==> src/rtl/fix_msg_if.sv <==
// Field-in / byte-out bundle for the FIX message serializer.
// slave is the serializer's view; master is the field source plus byte sink.
interface fix_msg_if #(
  parameter int TAG_BYTES = 4,
  parameter int VAL_BYTES = 32
);
  localparam int TL = $clog2(TAG_BYTES + 1);
  localparam int VL = $clog2(VAL_BYTES + 1);

  logic                   field_valid_i;
  logic                   field_ready_o;
  logic [8*TAG_BYTES-1:0] tag_i;
  logic [TL-1:0]          tag_len_i;
  logic [8*VAL_BYTES-1:0] val_i;
  logic [VL-1:0]          val_len_i;
  logic                   last_i;
  logic [7:0]             data_o;
  logic                   data_valid_o;
  logic                   data_ready_i;
  logic                   sof_o;
  logic                   eom_o;
  logic [7:0]             chksum_o;
  logic                   err_o;

  modport slave (
    input  field_valid_i, tag_i, tag_len_i, val_i, val_len_i, last_i, data_ready_i,
    output field_ready_o, data_o, data_valid_o, sof_o, eom_o, chksum_o, err_o
  );

  modport master (
    output field_valid_i, tag_i, tag_len_i, val_i, val_len_i, last_i, data_ready_i,
    input  field_ready_o, data_o, data_valid_o, sof_o, eom_o, chksum_o, err_o
  );
endinterface

==> src/rtl/fix_msg_serializer.sv <==
// Serializes tag/value fields as "tag=value<SOH>" bytes and, on the last field,
// appends the "10=ddd<SOH>" checksum trailer.
// state | meaning
// IDLE  | ready for a field       TAG/EQ/VAL/FSOH | field bytes, summed
// T1/T0/TEQ | trailer "10="      D2/D1/D0 | checksum digits   TSOH | final SOH
module fix_msg_serializer #(
  parameter int         TAG_BYTES = 4,
  parameter int         VAL_BYTES = 32,
  parameter logic [7:0] SOH       = 8'h01
) (
  input logic      clk,
  input logic      rst,
  fix_msg_if.slave bus
);
  localparam int TL = $clog2(TAG_BYTES + 1);
  localparam int VL = $clog2(VAL_BYTES + 1);
  localparam int IW = (TL > VL) ? TL : VL;

  localparam logic [3:0] S_IDLE = 4'd0,  S_TAG = 4'd1,  S_EQ  = 4'd2,  S_VAL  = 4'd3,
                         S_FSOH = 4'd4,  S_T1  = 4'd5,  S_T0  = 4'd6,  S_TEQ  = 4'd7,
                         S_D2   = 4'd8,  S_D1  = 4'd9,  S_D0  = 4'd10, S_TSOH = 4'd11;

  logic [3:0]             state, st_nx;
  logic [IW-1:0]          idx, idx_nx, idx_d;
  logic [8*TAG_BYTES-1:0] tag_q;
  logic [8*VAL_BYTES-1:0] val_q;
  logic [TL-1:0]          tlen_q;
  logic [VL-1:0]          vlen_q;
  logic                   last_q, in_msg;
  logic [7:0]             acc, ck;
  logic [7:0]             data_q, byte_nx, tag_byte, val_byte, d2, d1, d0;
  logic                   valid_q, sof_q, eom_q, ready_q, err_q;
  logic                   vld_nx, eom_nx, xfer, accept, legal, sum_state;

  assign xfer      = valid_q && bus.data_ready_i;
  assign accept    = ready_q && bus.field_valid_i;
  assign legal     = (bus.tag_len_i != '0) && (bus.tag_len_i <= TL'(TAG_BYTES)) &&
                     (bus.val_len_i <= VL'(VAL_BYTES));
  assign idx_nx    = idx + 1'b1;
  assign sum_state = (state == S_TAG) || (state == S_EQ) || (state == S_VAL) || (state == S_FSOH);
  assign d2        = 8'h30 + ck / 8'd100;
  assign d1        = 8'h30 + (ck / 8'd10) % 8'd10;
  assign d0        = 8'h30 + ck % 8'd10;

  always_comb begin
    tag_byte = '0;
    val_byte = '0;
    for (int k = 0; k < TAG_BYTES; k++)
      if (idx_nx == IW'(k)) tag_byte = tag_q[8*k +: 8];
    for (int k = 0; k < VAL_BYTES; k++)
      if (idx_nx == IW'(k)) val_byte = val_q[8*k +: 8];
  end

  always_comb begin
    st_nx   = S_IDLE;
    idx_d   = idx_nx;
    byte_nx = 8'h00;
    vld_nx  = 1'b1;
    eom_nx  = 1'b0;
    case (state)
      S_TAG:
        if (idx_nx < IW'(tlen_q)) begin st_nx = S_TAG; byte_nx = tag_byte; end
        else begin st_nx = S_EQ; byte_nx = 8'h3D; end
      S_EQ:
        if (vlen_q != '0) begin st_nx = S_VAL; idx_d = '0; byte_nx = val_q[7:0]; end
        else begin st_nx = S_FSOH; byte_nx = SOH; end
      S_VAL:
        if (idx_nx < IW'(vlen_q)) begin st_nx = S_VAL; byte_nx = val_byte; end
        else begin st_nx = S_FSOH; byte_nx = SOH; end
      S_FSOH:
        if (last_q) begin st_nx = S_T1; byte_nx = 8'h31; end
        else vld_nx = 1'b0;
      S_T1:    begin st_nx = S_T0;   byte_nx = 8'h30; end
      S_T0:    begin st_nx = S_TEQ;  byte_nx = 8'h3D; end
      S_TEQ:   begin st_nx = S_D2;   byte_nx = d2; end
      S_D2:    begin st_nx = S_D1;   byte_nx = d1; end
      S_D1:    begin st_nx = S_D0;   byte_nx = d0; end
      S_D0:    begin st_nx = S_TSOH; byte_nx = SOH; eom_nx = 1'b1; end
      default: vld_nx = 1'b0;
    endcase
  end

  always_ff @(posedge clk) begin
    if (!rst) begin
      state   <= S_IDLE;
      idx     <= '0;
      in_msg  <= 1'b0;
      acc     <= '0;
      ck      <= '0;
      data_q  <= '0;
      valid_q <= 1'b0;
      sof_q   <= 1'b0;
      eom_q   <= 1'b0;
      ready_q <= 1'b0;
      err_q   <= 1'b0;
    end else begin
      err_q <= accept && !legal;
      if (accept) begin
        if (legal) begin
          state   <= S_TAG;
          idx     <= '0;
          data_q  <= bus.tag_i[7:0];
          valid_q <= 1'b1;
          sof_q   <= !in_msg;
          eom_q   <= 1'b0;
          in_msg  <= 1'b1;
          ready_q <= 1'b0;
        end
      end else if (xfer) begin
        state   <= st_nx;
        idx     <= idx_d;
        data_q  <= byte_nx;
        valid_q <= vld_nx;
        sof_q   <= 1'b0;
        eom_q   <= eom_nx;
        ready_q <= (st_nx == S_IDLE);
        if (sum_state) acc <= acc + data_q;
        // ck includes the field SOH being transferred right now
        if (state == S_FSOH && last_q) ck <= acc + data_q;
        if (state == S_TSOH) begin
          acc    <= '0;
          in_msg <= 1'b0;
        end
      end else if (state == S_IDLE) begin
        ready_q <= 1'b1;
      end
    end
  end

  always_ff @(posedge clk) begin
    if (accept && legal) begin
      tag_q  <= bus.tag_i;
      val_q  <= bus.val_i;
      tlen_q <= bus.tag_len_i;
      vlen_q <= bus.val_len_i;
      last_q <= bus.last_i;
    end
  end

  assign bus.field_ready_o = ready_q;
  assign bus.data_o        = data_q;
  assign bus.data_valid_o  = valid_q;
  assign bus.sof_o         = sof_q;
  assign bus.eom_o         = eom_q;
  assign bus.chksum_o      = ck;
  assign bus.err_o         = err_q;
endmodule

==> src/flat_wrapper.sv <==
// flat-port wrapper written by rule: the top's interface ports become plain ports
module fix_msg_serializer_flat 
#(
  parameter int         TAG_BYTES = 4,
  parameter int         VAL_BYTES = 32,
  parameter logic [7:0] SOH       = 8'h01
)
  (clk, rst, bus_field_valid_i, bus_tag_i, bus_tag_len_i, bus_val_i, bus_val_len_i, bus_last_i, bus_data_ready_i, bus_field_ready_o, bus_data_o, bus_data_valid_o, bus_sof_o, bus_eom_o, bus_chksum_o, bus_err_o);
  fix_msg_if #(.TAG_BYTES(TAG_BYTES), .VAL_BYTES(VAL_BYTES)) bus_i ();
  input logic clk;
  input logic rst;
  input wire logic [$bits(bus_i.field_valid_i)-1:0] bus_field_valid_i;
  input wire logic [$bits(bus_i.tag_i)-1:0] bus_tag_i;
  input wire logic [$bits(bus_i.tag_len_i)-1:0] bus_tag_len_i;
  input wire logic [$bits(bus_i.val_i)-1:0] bus_val_i;
  input wire logic [$bits(bus_i.val_len_i)-1:0] bus_val_len_i;
  input wire logic [$bits(bus_i.last_i)-1:0] bus_last_i;
  input wire logic [$bits(bus_i.data_ready_i)-1:0] bus_data_ready_i;
  output wire logic [$bits(bus_i.field_ready_o)-1:0] bus_field_ready_o;
  output wire logic [$bits(bus_i.data_o)-1:0] bus_data_o;
  output wire logic [$bits(bus_i.data_valid_o)-1:0] bus_data_valid_o;
  output wire logic [$bits(bus_i.sof_o)-1:0] bus_sof_o;
  output wire logic [$bits(bus_i.eom_o)-1:0] bus_eom_o;
  output wire logic [$bits(bus_i.chksum_o)-1:0] bus_chksum_o;
  output wire logic [$bits(bus_i.err_o)-1:0] bus_err_o;
  assign bus_i.field_valid_i = bus_field_valid_i;
  assign bus_i.tag_i = bus_tag_i;
  assign bus_i.tag_len_i = bus_tag_len_i;
  assign bus_i.val_i = bus_val_i;
  assign bus_i.val_len_i = bus_val_len_i;
  assign bus_i.last_i = bus_last_i;
  assign bus_i.data_ready_i = bus_data_ready_i;
  assign bus_field_ready_o = bus_i.field_ready_o;
  assign bus_data_o = bus_i.data_o;
  assign bus_data_valid_o = bus_i.data_valid_o;
  assign bus_sof_o = bus_i.sof_o;
  assign bus_eom_o = bus_i.eom_o;
  assign bus_chksum_o = bus_i.chksum_o;
  assign bus_err_o = bus_i.err_o;
  fix_msg_serializer #(.TAG_BYTES(TAG_BYTES), .VAL_BYTES(VAL_BYTES), .SOH(SOH)) u_core (.clk(clk), .rst(rst), .bus(bus_i));
endmodule
==> config.mk <==
export PLATFORM = sky130hd
export DESIGN_NAME = fix_msg_serializer_flat
export DESIGN_NICKNAME = d
export VERILOG_FILES = /design/src/rtl/fix_msg_if.sv /design/src/rtl/fix_msg_serializer.sv /design/src/flat_wrapper.sv
export SDC_FILE = /design/constraint.sdc
export NUM_CORES = 1
export LEC_CHECK = 0
export ABC_AREA = 1
export CAP_MARGIN = 20
export CORE_ASPECT_RATIO = 1.25
export CORE_MARGIN = 3
export CORE_UTILIZATION = 48
export CTS_BUF_LIST = sky130_fd_sc_hd__clkbuf_8
export CTS_CLUSTER_DIAMETER = 50
export DETAILED_ROUTE_END_ITERATION = 7
export HOLD_SLACK_MARGIN = 0.03
export PLACE_DENSITY = 0.79
export RECOVER_POWER = 50
export SLEW_MARGIN = 5
export SYNTH_ARGS = -nofsm -noshare
export SYNTH_HDL_FRONTEND = slang
export SYNTH_SLANG_ARGS = --single-unit
==> constraint.sdc <==
create_clock -name clk -period 13.63 [get_ports clk]
set_input_delay 2.726 -clock clk [delete_from_list [all_inputs] [get_ports clk]]
set_output_delay 2.726 -clock clk [all_outputs]
set_load 0.02 [all_outputs]
== Yosys cells after proc, flatten, opt, wreduce, memory -nomap -nowiden ==
Index checks and enable logic that the tools add are counted.
Cells by class
  add/sub/neg operators: 5
  divide/modulo/power cells: 4
  order comparisons: 4
  equality and inequality tests: 43
  mux-type cells: 77
  bitwise operators: 1
  reductions and logical operators: 27
Operator list (number)
  two-way mux 8 bit: 44
  equality test 6 x 5 -> 1 bit (second input constant): 16
  one-hot mux 8 bit (10 select lines): 1
  equality test 6 x 4 -> 1 bit (second input constant): 8
  one-hot mux 4 bit (10 select lines): 1
  two-way mux 6 bit: 6
  adder 6 x 8 -> 8 bit (first input constant): 3
  equality test 6 x 3 -> 1 bit (second input constant): 4
  two-way mux 1 bit: 17
  equality test 4 x 3 -> 1 bit (second input constant): 4
  equality test 4 bit (second input constant): 4
  remainder unit 8 x 4 -> 8 bit (second input constant): 2
  equality test 6 x 2 -> 1 bit (second input constant): 2
  two-way mux 4 bit: 3
  two-way mux 3 bit: 3
  AND reduction 3 bit: 3
  OR reduction 9 bit: 1
  adder 8 bit: 1
  divider 8 x 4 -> 8 bit (second input constant): 1
  divider 8 x 7 -> 8 bit (second input constant): 1
  equality test 4 x 2 -> 1 bit (second input constant): 2
  zero test 4 bit: 2
  logical AND 1 bit: 7
  adder 6 x 1 -> 6 bit (second input constant): 1
  17 further kinds: 24
Word-level totals
  register bits: 338
  word-level logic and storage cells: 177

== Longest topological paths before layout ==
Gate-level depths: netlist of run 1.
  word-level depth: 38
  gate-level depth with buffers: 47
  gate-level depth less buffers: 46

== Least setup slack after synthesis of run 1 ==
No wires, ideal clock.
  kind: input to register
  start: in bus_val_len_i[1]
  end: reg u_core.data_q[2], in the netlist u_core.bus.data_o[2]
  arrival: 12.860 ns
  data required time: 13.559 ns
  setup slack: 0.699 ns
  cell stages on the path: 8
  path buffers: 1
  cells stage by stage: or4_1 -> o21ai_0 -> nand2_1 -> nor2_1 -> clkbuf_1 -> a22o_1 -> inv_1 -> a21oi_1
Between the ends
  cells in the longest elaborated chain, start to end: 4
RTL lines
  start: declaration: RTL line flat_wrapper.sv:16  | input wire logic [$bits(bus_i.val_len_i)-1:0] bus_val_len_i;
  <= comparator 6 bit: RTL line fix_msg_serializer.sv:38  | (bus.val_len_i <= VL'(VAL_BYTES));
  logical AND 1 bit: RTL line fix_msg_serializer.sv:37  | assign legal = (bus.tag_len_i != '0) && (bus.tag_len_i <= TL'(TAG_BYTES)) &&
  inequality test 2 bit (no source line)
  AND reduction 2 bit (no source line)
  end signal: assignment: RTL line fix_msg_serializer.sv:102  | data_q <= bus.tag_i[7:0];
  end signal: assignment: RTL line fix_msg_serializer.sv:112  | data_q <= byte_nx;
  end: declaration: RTL line fix_msg_serializer.sv:31  | logic [7:0] data_q, byte_nx, tag_byte, val_byte, d2, d1, d0;
No other way between the ends.
A chain may end at the register's enable or synchronous reset.

== Worst setup path after layout of run 1 ==
  start: in bus_val_len_i[1]
  end: reg u_core.val_q[112] (enable)
Between the ends
  cells in the longest elaborated chain, start to end: 3
RTL lines
  <= comparator 6 bit: RTL line fix_msg_serializer.sv:38
  logical AND 1 bit: RTL line fix_msg_serializer.sv:37
  logical AND 1 bit: RTL line fix_msg_serializer.sv:131  | if (accept && legal) begin
  end signal: assignment: RTL line fix_msg_serializer.sv:133  | val_q <= bus.val_i;
  end: declaration: RTL line fix_msg_serializer.sv:26  | logic [8*VAL_BYTES-1:0] val_q;
No other way between the ends.

==> impl_metrics.py, run 1 <==
metrics = {
    "yosys": {
        "synth_cell_types": 50,
        "yosysWarnings": 0,
        "syn_nets": 1886,
        "synth_area_sq_mm": 0.0154,
        "synth_enable_flop_cells": 298,
        "yosysSeqAreaShare": 0.632,
        "syn_area_per_cell_sq_um": 9.89,
        "async_flop_share": 0,
        "netlist_instances": 1560,
        "synth_ff_type": "edfxtp_1",
        "synth-seq-cells": 338,
    },
    "sta": {
        "max_freq_mhz": 181,
        "fin_crit_sh": 0.405,
        "max_slew_margin": 0.254,
        "hold_viol": 0,
        "fin_crit_ns": 5.53,
        "worst_pin_slew_ns": 1.12,
        "whs_ns": 0.472,
        "setup_tns_ns": 0,
        "setup_violations": 0,
        "rsz0062_at_grt": "no",
        "skew_ns": 0.0111,
        "finalMaxSlewViolations": 0,
    },
    "worst_hold_path": {
        "hold_class": "flop to flop",
        "holdPathStages": 2,
    },
    "place": {
        "place_hpwl_um": 32900,
        "dpl-instance-area_sq_mm": 0.0191,
        "portBuffers": 322,
        "gp_congestion": 0.981,
        "place_inst": 2262,
    },
    "clock_network": {
        "cts_tree": "yes",
        "cts_setup_buffers": 0,
        "htree_levels": 2,
        "cts_resized": 0,
        "clock_sinks": 338,
        "cts_buffer_depth": 3,
        "cts_hold_buf": 0,
        "clk_pin_slew_worst_paths_ns": 0.06,
        "numCtsBuffers": 51,
        "clk-insertion-delay-late_ns": 0.59,
        "root_buffer": "clkbuf_8",
    },
    "setup_path": {
        "startpoint_type": "input pin",
        "arrival_ns": 5.73,
        "critical_path.startpoint": "bus_val_len_i[1]",
        "max_stage_delay_ns": 0.63,
        "critical_path_required_ns": 13.84,
        "cp-end-kind": "flop",
        "path_cells": "dlygate4sd3_1 -> or4_1 -> o21ai_0 -> nand2_1 -> nor2_4 -> buf_4 -> buf_12",
        "reg2regPathDepth": 38,
        "reg2reg_to": "u_core.bus.data_o[5]$_SDFFE_PN0P_",
        "path_buf_inv": 3,
        "cp.depth": 7,
        "path_class": "input pin to flop",
        "slowest_stage": "buf_12",
        "rr_startpoint": "u_core.idx[0]$_SDFFE_PN0P_",
        "worstSetupEndpoint": "u_core.val_q[112]$_DFFE_PP_",
        "cp_max_fo": 194,
        "path_delay_family": "buffers and inverters",
        "reg2reg_slack_ns": 8.21,
    },
    "routing": {
        "drtIter0Drc": 949,
        "vias_per_cell": 5.25,
        "dr.pass1.iters": 7,
        "drc": 0,
        "routed_wl_um": 43400,
        "final_antenna_net_count": 0,
        "vias": 12400,
        "post_drt_wl_per_cell_um": 18.4,
    },
    "layout": {
        "fin_nets": 2237,
        "syn2layout_area_growth_pct": 30.1,
        "final_common_cell": "nand2_1",
        "stdcell_count": 2362,
        "mostFrequentLayoutCells": "422 x nand2_1, 316 x dlygate4sd3_1, 298 x edfxtp_1, 194 x a21oi_1, 169 x nor2_1",
        "fin_area_sq_mm": 0.0201,
        "drive_gt1_frac": 0.0692,
    },
    "floorplan": {
        "die_w_um": 166,
        "fp.dieH_um": 206,
        "dieArea_sq_mm": 0.0344,
        "start_util": 0.492,
        "io_pins": 323,
        "coreArea_sq_mm": 0.0314,
        "rows": 72,
    },
    "power_and_ir_drop": {
        "clkPwrFrac": 0.362,
        "internal_power_w": 0.00160,
        "swShare": 0.226,
        "power_density_mw_per_mm2": 103,
        "irDropWorstVdd_uv": 89.0,
        "pwr-share-comb": 0.076,
        "power.switching_w": 0.000467,
        "p_seq_frac": 0.561,
        "p_leak_nw": 8.08,
    },
    "grt": {
        "grt_util_all_layers": 0.245,
        "grt_pass1_vias": 12500,
        "antenna_found_initial": 5,
        "grt_max_degree": 195,
        "grt_pass1_wl_um": 65900,
        "overflow": 0,
    },
    "run_status": {
        "outcome": "finished clean",
    },
    "flow_run": {
        "max_cap_violations": 0,
    },
}
synth_stat cells (all sizes together), types with 7 or more instances:
| library cell | instances | share of area |
|---|---|---|
| nor2 | 173 | 0.043 |
| nand4 | 10 | 0.0045 |
| nand3 | 63 | 0.021 |
| a22o | 7 | 0.0040 |
| or2 | 16 | 0.0065 |
| a21oi | 195 | 0.064 |
| ha | 23 | 0.019 |
| o21ai | 37 | 0.014 |
| o211ai | 8 | 0.0039 |
| dfxtp | 40 | 0.052 |
| nand2 | 440 | 0.11 |
| nor3 | 16 | 0.0055 |
| xor2 | 11 | 0.0072 |
| edfxtp | 298 | 0.58 |
| inv | 151 | 0.037 |
| clkbuf | 30 | 0.0073 |
worst register-to-register path, delay by kind of cell (launching register included):
kind                       cells  cell delay (ns)
xor gates and xnor gates       1             0.43
and+or+nand+nor               33             3.83
adders and majority gates      1             0.29
DFF                            1             0.42
AOI/OAI and AO/OA              3             0.35
cell families (layout without fill, tap and decap cells):
logic type,count (synthesis),after routing,share of synthesized area
compound gates,264,264,0.0946
xor+xnor,17,17,0.0106
fa+ha+maj,24,24,0.0199
buf+inv,193,583,0.0475
flops,338,338,0.632
mux,2,2,0.00130
other cells,0,5,0
simple gates,722,722,0.194
registers in the layout, indices dropped and copies added (netlist names), 3 cells and up:
register and cells:
u_core.val_q 256, u_core.tag_q 32, u_core.acc 8, u_core.bus.chksum_o 8, u_core.bus.data_o 8, u_core.idx 6
u_core.vlen_q 6, u_core.state 4, u_core.tlen_q 3
cell type report:
class                      instances  area (sq um)
multi-input combinational       1029          4990
inverter                         157           591
timing repair buffer             334          3320
clock inverter                    41           200
clock buffer                      51           702
fill                            2470         11300
sequential                       338          9750
antenna                            5          12.5
tap                              407           509
how the worst min path moves through the flow:
stage	start	to	slack (ns)
floorplan	u_core.acc[0]$_SDFFE_PN0P_	u_core.acc[0]$_SDFFE_PN0P_	0.44
global placement	u_core.acc[0]$_SDFFE_PN0P_	u_core.acc[0]$_SDFFE_PN0P_	0.45
detailed placement	u_core.acc[4]$_SDFFE_PN0P_	u_core.acc[4]$_SDFFE_PN0P_	0.46
CTS	u_core.acc[4]$_SDFFE_PN0P_	u_core.acc[4]$_SDFFE_PN0P_	0.47
global route	u_core.bus.sof_o$_SDFFE_PN0P_	u_core.bus.sof_o$_SDFFE_PN0P_	0.49
finish	u_core.acc[0]$_SDFFE_PN0P_	u_core.acc[0]$_SDFFE_PN0P_	0.47
routing by layer:
layer / up-vias / part of all wire / global-route usage
li1: 5983 / - / -
met1: 5789 / 0.37 / 0.280
met2: 527 / 0.53 / 0.456
met3: 106 / 0.055 / 0.0373
met4: 0 / 0.041 / 0.106
met5: - / 0 / 0
power by group through the flow:
stage	clock [W]	combinational [W]	sequential, W
detailed placement	0	0.000174	0.00118
floorplan	0	0.0000530	0.00119
CTS	0.000764	0.000175	0.00116
global route	0.000808	0.000171	0.00116
global placement	0	0.000172	0.00118
finish	0.000749	0.000157	0.00116
per-stage QoR:
step           worst slack [ns]  total power (W)   util
4_1_cts                    8.18          0.00210  0.639
3_5_place_dp               7.64          0.00136  0.611
2_1_floorplan             0.699          0.00124      -
6_report                   8.10          0.00207  0.640
5_1_grt                    7.58          0.00214  0.640
3_3_place_gp               7.68          0.00135  0.610
(Power assumes the default switching activity.)
==> run 2: changes to the inputs <==
CORE_UTILIZATION = 53   (was 48)
PLACE_DENSITY = 0.82   (was 0.79)
clock period = 5.5 ns   (was 13.63 ns; I/O delays follow)
==> run 2 against run 1 <==
  * Worst hold slack got worse by 0.0036 ns
  * Cell count about the same
  * Design area increased by 0.64%
  * Die area decreased by 9.1%
  * Worst setup slack got worse by 7.3 ns
  * Critical endpoint is now u_core.bus.data_o[4]$_SDFFE_PN0P_
==> impl_metrics.py, run 2 (same netlist as run 1, synthesis figures left out) <==
metrics = {
    "run_status": {
        "outcome": "finished clean",
    },
    "layout": {
        "fin_area_sq_mm": 0.0202,
        "seqCellArea_sq_mm": 0.00975,
        "mostFrequentLayoutCells": "422 x nand2_1, 317 x dlygate4sd3_1, 298 x edfxtp_1, 194 x a21oi_1, 169 x nor2_1",
        "largest_register_ffs": 256,
        "final_common_cell": "nand2_1",
        "fin_nets": 2249,
        "fill_cells": 2120,
        "syn2layout_area_growth_pct": 30.9,
        "multi_input_area_sq_mm": 0.00499,
        "drive_gt1_frac": 0.0750,
        "largestRegisters": "u_core.val_q: 256 flops, u_core.tag_q: 32 flops",
        "largest-register": "u_core.val_q",
    },
    "grt": {
        "grt_max_degree": 174,
        "grt_util_all_layers": 0.285,
        "grt_pass1_wl_um": 68000,
        "antenna_found_initial": 14,
        "overflow": 0,
        "grt_pass1_vias": 12800,
    },
    "setup_path": {
        "path_class": "flop to flop",
        "cp_common_cell": "nand2_1",
        "startpoint_type": "flop",
        "reg2regPathDepth": 39,
        "reg2reg_to": "u_core.bus.data_o[4]$_SDFFE_PN0P_",
        "max_stage_delay_ns": 0.61,
        "cp_max_fo": 13,
        "slowest_stage": "nor2_1",
        "rr_startpoint": "u_core.idx[0]$_SDFFE_PN0P_",
        "reg2reg_slack_ns": 0.78,
        "arrival_ns": 5.23,
        "cp-end-kind": "flop",
        "critical_path_required_ns": 6.01,
    },
    "power_and_ir_drop": {
        "internal_power_w": 0.00402,
        "p_seq_frac": 0.553,
        "power.total_w": 0.00521,
        "swShare": 0.229,
        "irDropWorstVdd_uv": 241,
        "pwr-share-comb": 0.074,
        "clkPwrFrac": 0.373,
        "power.switching_w": 0.00119,
        "p_leak_nw": 8.14,
        "power_density_mw_per_mm2": 258,
    },
    "clock_network": {
        "numCtsBuffers": 54,
        "clk-insertion-delay-late_ns": 0.61,
        "clk_pin_slew_worst_paths_ns": 0.06,
        "cts_resized": 0,
        "cts_hold_buf": 0,
        "cts_setup_buffers": 0,
        "cts_buffer_depth": 3,
        "cts_tree": "yes",
        "clock_sinks": 338,
        "root_buffer": "clkbuf_8",
        "htree_levels": 2,
    },
    "sta": {
        "max_freq_mhz": 212,
        "fin_ws_ns": 0.780,
        "fin_crit_sh": 0.858,
        "skew_ns": 0.0226,
        "setup_violations": 0,
        "hold_viol": 0,
        "fin_crit_ns": 4.72,
        "worst_pin_slew_ns": 1.08,
        "max_slew_margin": 0.275,
        "rsz0062_at_grt": "no",
        "setup_tns_ns": 0,
        "finalMaxSlewViolations": 0,
    },
    "worst_hold_path": {
        "hold_class": "flop to flop",
        "holdPathStages": 2,
        "hp-start": "u_core.bus.eom_o$_SDFFE_PN0P_",
        "hold_end": "u_core.bus.eom_o$_SDFFE_PN0P_",
    },
    "place": {
        "gp_congestion": 0.943,
        "place_hpwl_um": 33800,
        "place_ws_ns": 0.844,
        "portBuffers": 322,
        "dpl-instance-area_sq_mm": 0.0192,
    },
    "floorplan": {
        "die_w_um": 159,
        "coreArea_sq_mm": 0.0286,
        "fp.dieH_um": 197,
        "rows": 69,
        "dieArea_sq_mm": 0.0312,
        "start_util": 0.540,
        "io_pins": 323,
    },
    "routing": {
        "post_drt_wl_per_cell_um": 19.1,
        "vias_per_cell": 5.33,
        "drc": 0,
        "dr.pass1.iters": 5,
        "final_antenna_net_count": 0,
        "drtIter0Drc": 977,
        "vias": 12600,
        "routed_wl_um": 45000,
    },
    "flow_run": {
        "max_cap_violations": 0,
    },
}
## run 2: layout make-up
| type | instances | area share |
|---|---|---|
| repair buffers | 343 | 0.169 |
| clock inverters | 39 | 0.00991 |
| inverters | 157 | 0.0292 |
| multi-input cells | 1029 | 0.247 |
| clock buffers | 54 | 0.0368 |
| diodes | 14 | 0.00173 |
| flip-flops and latches | 338 | 0.483 |
| well taps | 390 | 0.0242 |
## run 2: worst max-delay path: cells and delay by family (launching register included)
kind,cells,cell delay [ns]
AND/OR/NAND/NOR,34,3.24
flip-flops,1,0.50
buffers and inverters,1,0.27
adder cells (fa/ha/maj),1,0.26
AO/OA/AOI/OAI,3,0.33
## run 2: metal layers
layer  GRT usage  vias to the layer above  routed length, um
met5           0                        -                  9
met4       0.172                        2               2750
met3      0.0503                      161               2730
met2       0.502                      581              23700
met1       0.317                     5842              15900
li1            -                     6014                  -
## run 2: per-stage QoR
step | std cells | utilization | hold slack, ns
after floorplan | 1560 | - | 0.445
after global placement | 2255 | 0.672 | 0.450
after detailed placement | 2255 | 0.672 | 0.462
after CTS | 2348 | 0.705 | 0.473
after global routing | 2362 | 0.707 | 0.489
final | 2364 | 0.707 | 0.469
## run 2: worst max-delay path by stage
stage | from | endpoint | slack (ns) | cells after the start
after floorplan | bus_val_len_i[1] | u_core.bus.data_o[2]$_SDFFE_PN0P_ | 0.77 | 8
final | u_core.idx[0]$_SDFFE_PN0P_ | u_core.bus.data_o[4]$_SDFFE_PN0P_ | 0.78 | 39
after detailed placement | u_core.idx[0]$_SDFFE_PN0P_ | u_core.bus.data_o[0]$_SDFFE_PN0P_ | 0.84 | 38
after CTS | u_core.idx[0]$_SDFFE_PN0P_ | u_core.bus.data_o[0]$_SDFFE_PN0P_ | 0.82 | 38
after global routing | u_core.idx[0]$_SDFFE_PN0P_ | u_core.bus.data_o[4]$_SDFFE_PN0P_ | 0.14 | 39
after global placement | u_core.idx[0]$_SDFFE_PN0P_ | u_core.bus.data_o[0]$_SDFFE_PN0P_ | 0.99 | 38
## run 2: power by group through the flow
stage	clock network (W)	logic (W)	registers [W]
floorplan	0	0.000131	0.00293
global placement	0	0.000422	0.00293
detailed placement	0	0.000428	0.00293
CTS	0.00197	0.000430	0.00288
global route	0.00208	0.000423	0.00288
finish	0.00194	0.000387	0.00288
